## src/rtl/prim_sync_reqack_arb.sv

```systemverilog
// prim_sync_reqack_arb: source side of a four-phase req/ack clock-domain crossing.
// Round-robin arbitrates between NumReq local requesters, captures the winner's
// payload into a holding register, drives req_o across the crossing and
// synchronizes the returning ack_i before the state machine acts on it.
module prim_sync_reqack_arb #(
  parameter int NumReq = 4,
  parameter int Width  = 16
) (
  input  logic                    clk_i,
  input  logic                    rst_i,
  input  logic [NumReq-1:0]       req_i,
  input  logic [NumReq*Width-1:0] data_i,
  output logic [NumReq-1:0]       gnt_o,
  output logic [NumReq-1:0]       done_o,
  output logic                    busy_o,
  output logic                    req_o,
  output logic [Width-1:0]        data_o,
  input  logic                    ack_i
);

  localparam int IdxW = $clog2(NumReq);
  localparam logic [NumReq-1:0] OneLsb = NumReq'(1);
  localparam logic [IdxW-1:0]   LastIdx = IdxW'(NumReq - 1);

  typedef enum logic [1:0] {
    StIdle    = 2'd0,
    StReq     = 2'd1,
    StRelease = 2'd2
  } state_e;

  state_e          state_q, state_d;
  logic            ack_q1, ack_q2;
  logic [IdxW-1:0] last_q, cur_idx_q;
  logic [IdxW-1:0] cand, arb_idx;
  logic            arb_valid;
  logic            launch, finish, req_d;
  logic [Width-1:0] data_arr [NumReq];

  // Unpack the flat payload bus so the winner can be selected by index.
  for (genvar gi = 0; gi < NumReq; gi++) begin : g_unpack
    assign data_arr[gi] = data_i[gi*Width +: Width];
  end

  // Two-flop synchronizer for the acknowledge arriving from the far domain.
  always_ff @(posedge clk_i or posedge rst_i) begin
    // NOTE: sequential state uses non-blocking assignments so every flop
    // samples pre-edge values; blocking here would collapse ack_q1/ack_q2.
    if (rst_i) begin
      ack_q1 <= 1'b0;
      ack_q2 <= 1'b0;
    end else begin
      ack_q1 <= ack_i;
      ack_q2 <= ack_q1;
    end
  end

  // Round-robin search starting just after the previous winner.
  always_comb begin
    // NOTE: every combinational output gets a default first; a path that
    // leaves one unassigned would infer a latch.
    arb_valid = 1'b0;
    arb_idx   = '0;
    cand      = '0;
    for (int off = 1; off <= NumReq; off++) begin
      cand = IdxW'((int'(last_q) + off) % NumReq);
      if (!arb_valid && req_i[cand]) begin
        arb_valid = 1'b1;
        arb_idx   = cand;
      end
    end
  end

  // State register.
  always_ff @(posedge clk_i or posedge rst_i) begin
    if (rst_i) state_q <= StIdle;
    else       state_q <= state_d;
  end

  // Next-state logic plus the next value of the registered req_o.
  always_comb begin
    state_d = state_q;
    launch  = 1'b0;
    finish  = 1'b0;
    req_d   = 1'b0;
    unique case (state_q)
      StIdle: begin
        // A still-high synchronized ack means the far side has not released
        // the previous handshake (or is stale after reset): hold off.
        if (arb_valid && !ack_q2) begin
          launch  = 1'b1;
          req_d   = 1'b1;
          state_d = StReq;
        end
      end
      StReq: begin
        req_d = 1'b1;
        if (ack_q2) begin
          req_d   = 1'b0;
          state_d = StRelease;
        end
      end
      StRelease: begin
        if (!ack_q2) begin
          finish  = 1'b1;
          state_d = StIdle;
        end
      end
      default: state_d = StIdle;
    endcase
  end

  // Registered outputs, holding register and arbitration bookkeeping.
  always_ff @(posedge clk_i or posedge rst_i) begin
    if (rst_i) begin
      req_o     <= 1'b0;
      data_o    <= '0;
      gnt_o     <= '0;
      done_o    <= '0;
      last_q    <= LastIdx;
      cur_idx_q <= '0;
    end else begin
      req_o  <= req_d;
      gnt_o  <= launch ? (OneLsb << arb_idx) : '0;
      done_o <= finish ? (OneLsb << cur_idx_q) : '0;
      if (launch) begin
        // Payload is frozen here; the requester is free to change it afterwards.
        data_o    <= data_arr[arb_idx];
        cur_idx_q <= arb_idx;
        last_q    <= arb_idx;
      end
    end
  end

  assign busy_o = (state_q != StIdle);

endmodule

```

## config.mk

```make
export PLATFORM = sky130hd
export DESIGN_NAME = prim_sync_reqack_arb
export DESIGN_NICKNAME = d
export VERILOG_FILES = /design/src/rtl/prim_sync_reqack_arb.sv
export SDC_FILE = /design/constraint.sdc
export NUM_CORES = 1
export LEC_CHECK = 0
export CORE_MARGIN = 5
export CORE_UTILIZATION = 31
export DETAILED_ROUTE_END_ITERATION = 6
export GPL_ROUTABILITY_DRIVEN = 1
export SETUP_SLACK_MARGIN = 0.02
export SLEW_MARGIN = 10
export SYNTH_ARGS = -nofsm -noshare
export SYNTH_HDL_FRONTEND = slang
export SYNTH_SLANG_ARGS = --single-unit
```

## constraint.sdc

```tcl
create_clock -name clk_i -period 2 [get_ports clk_i]
set_clock_uncertainty 0.05 [all_clocks]
set_input_delay 0.5 -clock clk_i [delete_from_list [all_inputs] [get_ports clk_i]]
set_output_delay 0.5 -clock clk_i [all_outputs]
set_load 0.01 [all_outputs]
```

=== Yosys cells after proc, flatten, opt, wreduce, memory -nomap -nowiden ===
Index checks and enable logic that the tools add are counted.
Widths: inputs -> output; s select.

* Reduce and logical (&&, ||, !) cells: 11
* $lt $le $gt $ge: 5
* $mul: 0
* Add/subtract/negate cells: 4
* Div/mod/pow operators: 0
* Equal/unequal tests: 5
* Shift operators: 2
* Mux-type cells: 30
* Bitwise logic cells: 1

{| class="wikitable"
|+ Operators by type and width
! cell !! number
|-
| $bmux 16 s2 || 1
|-
| $mux 16 || 2
|-
| $mux 2 || 7
|-
| $lt 2x3->1 const B || 4
|-
| $mux 1 || 12
|-
| $bmux 1 s2 || 4
|-
| $mux 4 || 2
|-
| $shl 1x2->4 const A || 2
|-
| $ne 2x2->1 const B || 3
|-
| $pmux 2 s3 || 1
|-
| $add 2x1->2 const B || 2
|-
| $add 2x2->2 const B || 2
|-
| $logic_and 1x1->1 || 4
|-
| $logic_not 1->1 || 4
|-
| $ge 3x3->1 const B || 1
|-
| $not 2->3 || 1
|-
| $reduce_and 3->1 || 1
|-
| $eq 2x1->1 const B || 1
|-
| $eq 2x2->1 const B || 1
|-
| $logic_not 2->1 || 1
|-
| $pmux 1 s2 || 1
|-
| $reduce_bool 2->1 || 1
|}

* Memories kept: 0
* Input port bits: 71
* Register bits after elaboration: 33
* Memory bits (writable): 0
* Bits in latches: 0
* Bits in read-only memories: 0

=== Longest topological paths before layout ===
* Depth in word-level cells: 17
* Depth in mapped cells: 7
* Gate-level depth less buffers: 4

=== Least setup slack after synthesis ===
No wires, ideal clock.

* Kind: input port to flip-flop
* From: input req_i[0]
* To: register data_o[10]
* Arrival time: 1.589 ns
* Setup slack: 0.279 ns
* Data required time: 1.868 ns
* Setup time: 0.082 ns
* Buffers on the path: 2
* Cell stages on the path: 6
* Path through: buf_4 > or3_1 > o311ai_2 > buf_4 > a32oi_1 > a31oi_1

* Word-level cells in the longest chain between the ends: 16
* Elaborated cells on any way between the ends: 29
* Classes of those cells: mux (21); bitwise (1); reduce/logical (7)

{| class="wikitable"
|+ Ends and longest elaborated chain
! what !! line !! RTL
|-
| start: declaration || 11 || <nowiki>input logic [NumReq-1:0] req_i,</nowiki>
|-
| $bmux 1 s2 || 66 || <nowiki>if (!arb_valid && req_i[cand]) begin</nowiki>
|-
| $mux 1 (not written as such) || 66 ||
|-
| $mux 1 || 66 ||
|-
| $logic_not 1->1 || 66 ||
|-
| $logic_and 1x1->1 || 66 ||
|-
| $mux 1 || 66 ||
|-
| $logic_not 1->1 || 66 ||
|-
| $logic_and 1x1->1 || 66 ||
|-
| $mux 1 || 66 ||
|-
| $logic_not 1->1 || 66 ||
|-
| $logic_and 1x1->1 || 66 ||
|-
| $mux 2 || 66 ||
|-
| $not 2->3 (not written as such) || 127 || <nowiki>data_o <= data_arr[arb_idx];</nowiki>
|-
| $bmux 16 s2 || 127 ||
|-
| $mux 16 (not written as such) (2 in series) || 127 ||
|-
| end signal: assignment || 127 ||
|-
| end: declaration || 17 || <nowiki>output logic [Width-1:0] data_o,</nowiki>
|}

Several ways; a longest one is shown, not always the timed one. The select of a mux whose other input is x is not followed.
A chain may end at the register's enable or synchronous reset.

=== Worst setup path in the final report ===
* From: register state_q[0]
* To: output busy_o

* Word-level cells in the longest chain between the ends: 1

{| class="wikitable"
|+ Ends and longest elaborated chain
! what !! line !! RTL
|-
| start: declaration || 31 || <nowiki>state_e state_q, state_d;</nowiki>
|-
| start signal: assignment || 75 || <nowiki>if (rst_i) state_q <= StIdle;</nowiki>
|-
| start signal: assignment || 76 || <nowiki>else state_q <= state_d;</nowiki>
|-
| $reduce_bool 2->1 || 134 || <nowiki>assign busy_o = (state_q != StIdle);</nowiki>
|-
| end: declaration || 15 || <nowiki>output logic busy_o,</nowiki>
|}

Every way passes these cells.

==> flow_metrics.py <==
metrics = {
    "cells_and_area": {
        "fin_cells": 393,
        "drive_above_1_share": 0.148,
        "area_delta_synth_final_pct": 69.6,
        "multi_input_comb_area_um2": 968,
        "final_nets": 388,
        "seqCellArea_um2": 830,
        "stdcell_area_um2": 3260,
        "n_fill_cell": 555,
        "antennaDiodeCount": 0,
    },
    "place": {
        "place.gp.congestion": 0.844,
        "io_buffer_count": 96,
        "hpwl_um": 4940,
        "post-place-cells": 385,
        "post_dp_cell_area_um2": 3150,
    },
    "synthesis": {
        "syn_nets": 277,
        "synth_seq_cells": 33,
        "synth-edff-count": 0,
        "ys.flop_type": "dfrtp_1",
        "syn_inst": 206,
        "yosysWarnings": 0,
        "synthAdderAreaFrac": 0,
        "synth_compound_area_frac": 0.306,
        "seq_area_frac_synth": 0.431,
        "synth_xor_area_frac": 0.00456,
        "synth-async-reset-ratio": 1.00,
        "synth_area_um2": 1920,
        "synth_cell_types": 38,
        "synth-simple-area-share": 0.191,
        "syn_avg_cell_area_um2": 9.32,
        "synth_top_family_by_area": "compound AO/OA/AOI/OAI gates",
        "muxShareOfSynthArea": 0,
    },
    "hold_path": {
        "hold_class": "register to register",
        "min_to": "ack_q2",
        "min_path_cells": 0,
        "hold_start": "ack_q1",
    },
    "timing": {
        "maxSlewHeadroom": 0.703,
        "slew_viol_final": 0,
        "finalSetupViolCount": 0,
        "hold_violations": 0,
        "fin_crit_sh": 0.926,
        "rsz0062_at_grt": "no",
        "fmax_ghz": 0.540,
        "layout_min_cycle_time_ps": 1850,
        "tightest_slew_ps": 444,
    },
    "pwr": {
        "leakagePower_uw": 0.00128,
        "p_per_area_nw_per_um2": 1030,
        "peakVddDrop_uv": 531,
    },
    "floorplanning": {
        "coreArea_um2": 5960,
        "die_h_um": 88.7,
        "start_util": 0.322,
        "fp.dieW_um": 88.7,
        "dieArea_um2": 7870,
        "ios": 97,
        "rows": 28,
    },
    "grt": {
        "grt_max_degree": 34,
        "grt_usage": 0.167,
        "grt-ovfl-total": 0,
        "grt_pass1_vias": 2051,
        "antenna_found_initial": 0,
        "grt_pass1_wl_um": 10100,
    },
    "run_status": {
        "status": "finished clean",
    },
    "critical_path": {
        "cp-end-kind": "output pin",
        "cp-start-kind": "register",
        "required_ps": 1450,
        "r2r_slack_ps": 210,
        "cp_max_fo": 6,
        "crit_arrival_ps": 1300,
        "timing.rr.end": "data_o[8]",
        "worstSetupPathType": "register to output pin",
        "r2r_cells": 4,
        "reg2reg_from": "last_q[0]",
    },
    "clocking": {
        "cts_hold_buf": 0,
        "cts.reportedPaths.clkPinSlew_ps": 70,
        "cts_inserted_buffers": 5,
        "cts_resized": 6,
        "cts_max_path_buffers": 2,
        "htree_levels": 2,
        "cts_tree": "built",
        "clock-sinks": 33,
        "clock_latency_ps": 290,
        "clock-root-buffer": "clkbuf_8",
        "cts_setup_buffers": 0,
    },
    "detailed_routing": {
        "vias": 2024,
        "drt_first_pass_iters": 4,
        "wl_um": 6340,
        "vias_per_cell": 5.15,
        "drt-wirelength-per-cell_um": 16.1,
        "drtIter0Drc": 76,
        "drtAntennaViolNets": 0,
        "drc": 0,
    },
    "run": {
        "drv_cap": 0,
    },
}
==> metrics by stage <==
stage                     power, uW   util  TNS (ps)  worst slack [ps]  hold slack, ps
final                          3340  0.547         0               147             324
after global routing           3570  0.547         0              93.4             323
after CTS                      3380  0.547         0               131             329
after detailed placement       2750  0.528     -6640              -355             317
after global placement         2730  0.528     -5500              -274             284
after floorplan                1840      -         0               279             281
==> cells by family after synthesis <==
logic type	Yosys count
buffers and inverters	25
flip-flops	33
AND/OR/NAND/NOR	69
XOR/XNOR	1
AO/OA/AOI/OAI	78
==> cells in the mapped netlist, types with 2 or more instances <==
cell / n / area share
dfrtp_1: 31 / 0.40
nor2_1: 24 / 0.047
and2_1: 17 / 0.055
o21ai_0: 17 / 0.044
a31oi_1: 16 / 0.052
a32oi_1: 16 / 0.073
a41oi_1: 16 / 0.073
buf_2: 8 / 0.021
clkbuf_1: 7 / 0.014
nand2_1: 7 / 0.014
buf_4: 5 / 0.020
inv_1: 4 / 0.0078
nor3_1: 4 / 0.010
nand2b_1: 3 / 0.0098
nor2b_1: 3 / 0.0098
a211oi_1: 2 / 0.0078
a21oi_1: 2 / 0.0052
dfstp_2: 2 / 0.027
or2_2: 2 / 0.0065
or3_1: 2 / 0.0065
==> area by class of cell <==
class                   instances  area share
repair buffers                125       0.379
multi-input cells             148       0.297
flip-flops and latches         33       0.255
well taps                      75      0.0288
clock buffers                   5      0.0211
clock inverters                 3      0.0142
inverters                       4     0.00461
==> worst max-delay path by stage <==
| stage | startpoint | to | slack [ps] | cells past startpoint |
|---|---|---|---|---|
| final | state_q[0] | busy_o | 150 | 2 |
| after global routing | state_q[0] | busy_o | 90 | 2 |
| after CTS | state_q[0] | busy_o | 130 | 2 |
| after detailed placement | req_i[1] | data_o[1] | -360 | 6 |
| after global placement | req_i[1] | data_o[10] | -270 | 6 |
| after floorplan | req_i[0] | data_o[10] | 280 | 6 |
==> critical path, cell delays in order, from the launching register on <==
cell,delay [ps]
dfrtp_2,450
or2_2,280
dlygate4sd2_1,280
==> report_power, final <==
group | switching [uW] | internal [uW] | leakage, uW
sequential | 183 | 900 | 0.000393
clock | 261 | 373 | 0.0000543
combinational | 727 | 897 | 0.000835
total | 1170 | 2170 | 0.00128
==> routing by layer <==
| layer | wire [um] | GRT usage |
|---|---|---|
| met2 | 2920 | 0.261 |
| met1 | 2810 | 0.221 |
| met3 | 488 | 0.0363 |
| met5 | 0 | 0 |
| met4 | 119 | 0.0728 |
==> state kept, by name (all words and copies together) (netlist names) <==
register / flops
ack_q1: 1
ack_q2: 1
cur_idx_q: 2
data_o: 16
done_o: 4
gnt_o: 4
last_q: 2
req_o: 1
state_q: 2
==> cells in the final DEF (no fill, tap or decap), drive strengths merged, types with 5 or more instances in the layout <==
| cell type | n |
|---|---|
| a31oi | 16 |
| a32oi | 16 |
| a41oi | 16 |
| and2 | 17 |
| buf | 29 |
| clkbuf | 5 |
| clkdlybuf4s50 | 91 |
| dfrtp | 31 |
| dlygate4sd2 | 5 |
| nand2 | 7 |
| nor2 | 24 |
| o21ai | 19 |
(Power assumes the default switching activity.)
